$ cat src/rtl/mpuc_pkg.sv
// Shared types and defaults for the MPUC sample sequencer.
// Holds the FSM state enum and the {valid, index} latency-pipe entry.
package mpuc_pkg;

  localparam int MPY_LAT_DEF = 3;
  localparam int IDX_W_MAX   = 16;

  typedef enum logic [1:0] {
    ST_IDLE  = 2'd0,
    ST_RUN   = 2'd1,
    ST_FLUSH = 2'd2
  } seq_state_e;

  typedef struct packed {
    logic                 vld;
    logic [IDX_W_MAX-1:0] idx;
  } lat_entry_t;

  function automatic lat_entry_t make_entry(input logic vld,
                                            input logic [IDX_W_MAX-1:0] idx);
    lat_entry_t e;
    e.vld = vld;
    e.idx = idx;
    return e;
  endfunction

endpackage

$ cat src/rtl/mpuc_lat_pipe.sv
// Shift register of {valid, index} entries mirroring the multiplier latency.
// Advances only when EN is high; CLR empties it synchronously.
module mpuc_lat_pipe
  import mpuc_pkg::*;
#(
  parameter int DEPTH = MPY_LAT_DEF
) (
  input  logic       CLK,
  input  logic       CLR,
  input  logic       EN,
  input  lat_entry_t D,
  output lat_entry_t Q,
  output logic       EMPTY
);

  lat_entry_t stage [DEPTH];

  always_ff @(posedge CLK) begin
    if (CLR) begin
      for (int i = 0; i < DEPTH; i++) stage[i] <= '0;
    end else if (EN) begin
      stage[0] <= D;
      for (int i = 1; i < DEPTH; i++) stage[i] <= stage[i-1];
    end
  end

  assign Q = stage[DEPTH-1];

  always_comb begin
    EMPTY = 1'b1;
    for (int i = 0; i < DEPTH; i++) begin
      if (stage[i].vld) EMPTY = 1'b0;
    end
  end

endmodule

$ cat src/rtl/mpuc_seq.sv
// Frame sequencer for the time-multiplexed constant multiplier (one DS per complex sample).
// Optional performance counters are built when MPUC_SEQ_PERF_EN is defined.
//
// state    | meaning
// ST_IDLE  | waiting for START, multiplier disabled
// ST_RUN   | accepting samples, one DS per accepted sample
// ST_FLUSH | all N samples issued, draining the latency pipe
module mpuc_seq
  import mpuc_pkg::*;
#(
  parameter int TOTAL_BITS = 32,
  parameter int LOG_N      = 4,
  parameter int MPY_LAT    = MPY_LAT_DEF
) (
  input  logic                  CLK,
  input  logic                  RST,
  input  logic                  START,
  input  logic                  IN_VLD,
  output logic                  IN_RDY,
  input  logic [TOTAL_BITS-1:0] IN_DR,
  input  logic [TOTAL_BITS-1:0] IN_DI,
  output logic                  MPY_ED,
  output logic                  MPY_DS,
  output logic                  MPY_J,
  output logic [TOTAL_BITS-1:0] MPY_DR,
  output logic [TOTAL_BITS-1:0] MPY_DI,
  output logic                  OUT_VLD,
  output logic [LOG_N-1:0]      OUT_IDX,
  output logic                  OUT_LAST,
  output logic                  BUSY,
  output logic                  DONE
`ifdef MPUC_SEQ_PERF_EN
  ,
  output logic [15:0]           STALL_CNT,
  output logic [15:0]           FRAME_CNT
`endif
);

  seq_state_e       state, state_nxt;
  logic [LOG_N-1:0] k;
  logic [LOG_N-1:0] ds_idx;
  logic             phase;
  logic             accept;
  logic             done_nxt;
  lat_entry_t       pipe_d, pipe_q;
  logic             pipe_empty;
  logic             unused_ok;

  assign accept = IN_VLD & IN_RDY;

  always_ff @(posedge CLK) begin
    if (RST) state <= ST_IDLE;
    else     state <= state_nxt;
  end

  always_comb begin
    state_nxt = state;
    done_nxt  = 1'b0;
    MPY_ED    = 1'b0;
    IN_RDY    = 1'b0;
    BUSY      = 1'b0;
    case (state)
      ST_IDLE: begin
        if (START) state_nxt = ST_RUN;
      end
      ST_RUN: begin
        MPY_ED = 1'b1;
        BUSY   = 1'b1;
        IN_RDY = ~phase;
        // k has already wrapped to 0 only on the DS cycle of the last sample
        if (phase && (k == '0)) state_nxt = ST_FLUSH;
      end
      ST_FLUSH: begin
        MPY_ED = 1'b1;
        BUSY   = 1'b1;
        if (pipe_empty) begin
          state_nxt = ST_IDLE;
          done_nxt  = 1'b1;
        end
      end
      default: state_nxt = ST_IDLE;
    endcase
  end

  always_ff @(posedge CLK) begin
    if (RST) begin
      k      <= '0;
      phase  <= 1'b0;
      ds_idx <= '0;
      MPY_DS <= 1'b0;
      MPY_J  <= 1'b0;
      MPY_DR <= '0;
      MPY_DI <= '0;
      DONE   <= 1'b0;
    end else begin
      DONE   <= done_nxt;
      MPY_DS <= accept;
      phase  <= accept;
      if (state == ST_IDLE && START) begin
        k <= '0;
      end else if (accept) begin
        k      <= k + LOG_N'(1);
        ds_idx <= k;
        MPY_DR <= IN_DR;
        MPY_DI <= IN_DI;
        MPY_J  <= k[LOG_N-1];
      end
    end
  end

  // The pipe samples DS on the same edge the multiplier does; the output
  // register below adds the final edge so OUT_VLD lines up with DOR/DOI.
  assign pipe_d = make_entry(MPY_DS, IDX_W_MAX'(ds_idx));

  mpuc_lat_pipe #(
    .DEPTH (MPY_LAT)
  ) u_lat_pipe (
    .CLK   (CLK),
    .CLR   (RST),
    .EN    (MPY_ED),
    .D     (pipe_d),
    .Q     (pipe_q),
    .EMPTY (pipe_empty)
  );

  always_ff @(posedge CLK) begin
    if (RST) begin
      OUT_VLD <= 1'b0;
      OUT_IDX <= '0;
    end else if (MPY_ED) begin
      OUT_VLD <= pipe_q.vld;
      OUT_IDX <= pipe_q.idx[LOG_N-1:0];
    end
  end

  assign OUT_LAST  = OUT_VLD & (OUT_IDX == {LOG_N{1'b1}});
  assign unused_ok = &{1'b0, pipe_q.idx};

`ifdef MPUC_SEQ_PERF_EN
  always_ff @(posedge CLK) begin
    if (RST) begin
      STALL_CNT <= '0;
      FRAME_CNT <= '0;
    end else begin
      if (state == ST_IDLE && START) begin
        STALL_CNT <= '0;
      end else if (state == ST_RUN && !phase && !IN_VLD && STALL_CNT != 16'hFFFF) begin
        STALL_CNT <= STALL_CNT + 16'd1;
      end
      if (done_nxt) FRAME_CNT <= FRAME_CNT + 16'd1;
    end
  end
`endif

endmodule

$ cat config.mk
export PLATFORM = sky130hd
export DESIGN_NAME = mpuc_seq
export DESIGN_NICKNAME = d
export VERILOG_FILES = /design/src/rtl/mpuc_pkg.sv /design/src/rtl/mpuc_lat_pipe.sv /design/src/rtl/mpuc_seq.sv
export SDC_FILE = /design/constraint.sdc
export NUM_CORES = 1
export LEC_CHECK = 0
export CELL_PAD_IN_SITES_DETAIL_PLACEMENT = 1
export CELL_PAD_IN_SITES_GLOBAL_PLACEMENT = 1
export CORE_UTILIZATION = 33
export CTS_BUF_LIST = sky130_fd_sc_hd__clkbuf_8
export CTS_CLUSTER_DIAMETER = 30
export DETAILED_ROUTE_END_ITERATION = 8
export PLACE_DENSITY = 0.89
export SYNTH_ARGS = -nofsm -noshare
export SYNTH_HDL_FRONTEND = slang
export SYNTH_SLANG_ARGS = --single-unit
$ cat constraint.sdc
create_clock -name CLK -period 1.9 [get_ports CLK]
set_input_delay 0.475 -clock CLK [delete_from_list [all_inputs] [get_ports CLK]]
set_output_delay 0.475 -clock CLK [all_outputs]
set_load 0.1 [all_outputs]
==> impl_summary.log <==
[metrics] die footprint: 0.0120 mm2
[metrics] synthesized flop and latch total: 96
[metrics] Layout Nets: 617
[metrics] Core Footprint: 0.0110 mm2
[metrics] count of endpoints failing hold in the final timing report: 0
[metrics] number of routed nets with antenna violations: 0
[metrics] total inserted antenna cells: 0
[metrics] register cell area after layout: 0.00208 mm2
[metrics] Placement Rows: 38
[metrics] worst-case clock buffer depth: 2
[metrics] number of CTS-inserted buffers: 9
[metrics] Syn Nets: 487
[metrics] Comb power frac: 51.2%
[metrics] initial standard-cell utilization of the core: 34.5%
[metrics] achievable clock frequency: 544 MHz
[metrics] run status: finished, final reports clean
[metrics] total global routing overflow: 0
[metrics] Worst Setup Path Type: reg -> out
[metrics] residual DRC count: 0
[metrics] total of endpoints with negative setup slack in the final report: 0
[metrics] clk_lat worst skew: 0.36 ns
[metrics] hold crit path type: in -> reg
[metrics] fraction of layout instances using a drive strength above 1: 22.7%
[metrics] clock tree from TritonCTS: yes
[metrics] number of synthesized flops with an enable pin: 15
[metrics] worst path required time: 1.42 ns
[metrics] Startpoint Class: flop
[metrics] Final min period: 1.84 ns
[metrics] Layout area overhead: 69.0%
[metrics] sum of negative setup slack: 0 ns
[metrics] type of element capturing the critical path: output port
[metrics] count of routing violations after the opening detailed-route iteration: 137
[metrics] Pre-antenna DRT Iters: 4
[metrics] maximum number of pins on one net before global-route repair: 44
[metrics] clock group share of total power: 16.9%
[metrics] Net Switching: 3750 uW
[metrics] cell count after synthesis: 412
[metrics] top cells by area, synth: sky130_fd_sc_hd__dfxtp_1, sky130_fd_sc_hd__edfxtp_1, sky130_fd_sc_hd__nand3_1
[metrics] root buffer selected by CTS: sky130_fd_sc_hd__clkbuf_8
[metrics] max-slew violations: 0
[metrics] Synth top cells by count: sky130_fd_sc_hd__dfxtp_1, sky130_fd_sc_hd__nand3_1, sky130_fd_sc_hd__a21oi_1, sky130_fd_sc_hd__o21ai_0, sky130_fd_sc_hd__clkbuf_1
[metrics] Hold Crit Depth: 3
[metrics] clock slew at the register clock pins of the worst setup and hold paths: 0.09 ns
[metrics] overall routing resource usage: 22.6%
[metrics] Ys Warns: 0
[metrics] area of the mapped netlist: 0.00381 mm2
[metrics] critical path peak fanout: 4
[metrics] sequential power share: 31.9%
[metrics] Worst IR Drop VDD: 1.20 mV
[metrics] Chip Width: 109 um
[metrics] Clock Sink Count: 96
[metrics] proportion of register bits with asynchronous set or reset after synthesis: 0%
[metrics] top-area cell type share of the netlist area: 42.6%
[metrics] Layout Skew: 0.00411 ns
[metrics] synthesized area per cell: 9.24 um2
[metrics] count of port buffers added during placement: 143
[metrics] Worst Tran Pin Value: 0.471 ns
[metrics] detail-routed net length per standard cell: 18.8 um
[metrics] total power density per cell area: 1310 mW/mm2
[metrics] number of cell instances on the worst register-to-register path: 7
[metrics] cell accounting for the most synthesized area: sky130_fd_sc_hd__dfxtp_1
[metrics] Internal Dissipation: 4690 uW
[metrics] I/O pins: 144
[metrics] Avg Vias per Cell: 5.22
[metrics] Crit path arrival time: 1.36 ns
[metrics] setup repair after global routing missed its margin: no
[metrics] Final period util: 96.7%
[metrics] Post-Route Utilization: 58.3%
[metrics] share of synthesized area occupied by flip-flops and latches: 54.4%
[metrics] routability-driven placement congestion ratio: 0.743
[metrics] worst hold slack after final layout: 0.471 ns
[metrics] total number of H-tree levels: 3
[metrics] switching power share of the total: 44.5%
[metrics] number of inserted filler cells in the final layout: 1172
[metrics] global-route wire length before repair: 20.4 mm
[metrics] antenna violations before repair: 0
[metrics] vias in the first global route: 3968
[metrics] post-synthesis cell type count: 32
[metrics] hold_buf cts: 0
[metrics] overall via count from detail_route: 3589
[metrics] wirelength, routed: 12.9 mm
[metrics] height of the die: 109 um
[metrics] Main synth FF type: sky130_fd_sc_hd__dfxtp_1
[metrics] total of max-cap violations: 0
[metrics] most frequent cell after synthesis: sky130_fd_sc_hd__dfxtp_1
[metrics] worst slew slack as a fraction of its limit: 68.6%
[metrics] estimated wirelength of the detail-placed design: 9.31 mm
[metrics] Leakage: 0.00230 uW
[metrics] total area of multi-input combinational cells: 0.00156 mm2
## final timing paths
check / endpoint / slack (ns) / from
setup / recovery: BUSY / 0.06 / state[1]
hold / removal: DONE / 0.47 / RST
setup reg to reg: MPY_DI[21] / 0.18 / state[1]
hold reg to reg: ds_idx[2] / 0.48 / ds_idx[2]
## placed cells by master (no fill, tap or decap), types with 8 or more instances in the layout
cell	synthesis	routed
sky130_fd_sc_hd__clkdlybuf4s50_1	0	66
sky130_fd_sc_hd__mux2i_1	8	8
sky130_fd_sc_hd__clkbuf_8	0	9
sky130_fd_sc_hd__dfxtp_1	81	74
sky130_fd_sc_hd__and2_1	16	15
sky130_fd_sc_hd__o21ai_0	58	58
sky130_fd_sc_hd__buf_4	9	12
sky130_fd_sc_hd__edfxtp_1	15	15
sky130_fd_sc_hd__nand3_1	70	70
sky130_fd_sc_hd__a21oi_1	68	68
sky130_fd_sc_hd__o21ai_1	11	11
sky130_fd_sc_hd__buf_12	0	82
## state kept, by name, summed over array words and instances, names as in the netlist
name and flops:
OUT_VLD 1, k 4, phase 1, OUT_IDX 4, DONE 1, state 2, MPY_DI 32, MPY_DR 32
ds_idx 4, u_lat_pipe.stage 15
## metal layers
metal,vias up,share of wire [%],global-route usage (%)
li1,1713,-,-
met1,1756,37,23.8
met2,97,55,42.9
met3,23,4.7,4.80
met4,0,2.5,9.62
met5,-,0,0
## what timing repair did
item	4_1_cts	5_1_grt
gates resized for setup	4	1
setup buffers	3	0
pin swaps	2	0
endpoints found under the setup margin	3	2
endpoints found under the hold margin	0	0
## worst max-delay path: stages, from the launching register on
cell                      delay [ns]
sky130_fd_sc_hd__dfxtp_1        0.39
sky130_fd_sc_hd__inv_2          0.11
sky130_fd_sc_hd__ha_4           0.32
sky130_fd_sc_hd__buf_12         0.18
## through the flow
step / cell area, um2 / power (uW) / worst slack (ns) / std cells
2_1_floorplan: 3840 / 5340 / 0.00790 / 412
3_3_place_gp: 6190 / 6830 / -0.0129 / 668
3_5_place_dp: 6190 / 7000 / -0.0881 / 668
4_1_cts: 6430 / 8490 / 0.0261 / 687
5_1_grt: 6430 / 8800 / 0.00739 / 687
6_report: 6430 / 8440 / 0.0620 / 687
## cell type report
| cell class | count | area share [%] |
|---|---|---|
| Clock buffer | 9 | 1.92 |
| Clock inverter | 7 | 1.22 |
| Inverter | 5 | 0.292 |
| Multi-Input combinational cell | 269 | 24.2 |
| Sequential cell | 96 | 32.4 |
| Tap cell | 140 | 2.72 |
| Timing Repair Buffer | 161 | 37.3 |
## cells by family (layout without fill, tap and decap cells)
family | after synthesis | in the layout | share of synthesized area [%]
compound gates | 140 | 140 | 18.8
xor+xnor | 2 | 2 | 0.460
fa+ha+maj | 7 | 7 | 2.30
buf+inv | 47 | 182 | 5.85
flops | 96 | 96 | 54.4
mux | 8 | 8 | 2.10
simple gates | 112 | 112 | 16.0
## power groups by stage
stage / Sequential, uW / Combinational (uW) / Clock [uW]
global placement: 2680 / 4140 / 0
CTS: 2690 / 4340 / 1460
finish: 2690 / 4320 / 1430
floorplan: 3800 / 1540 / 0
detailed placement: 2720 / 4270 / 0
global route: 2720 / 4520 / 1550
No activity file was read; power rests on OpenSTA's default activity.
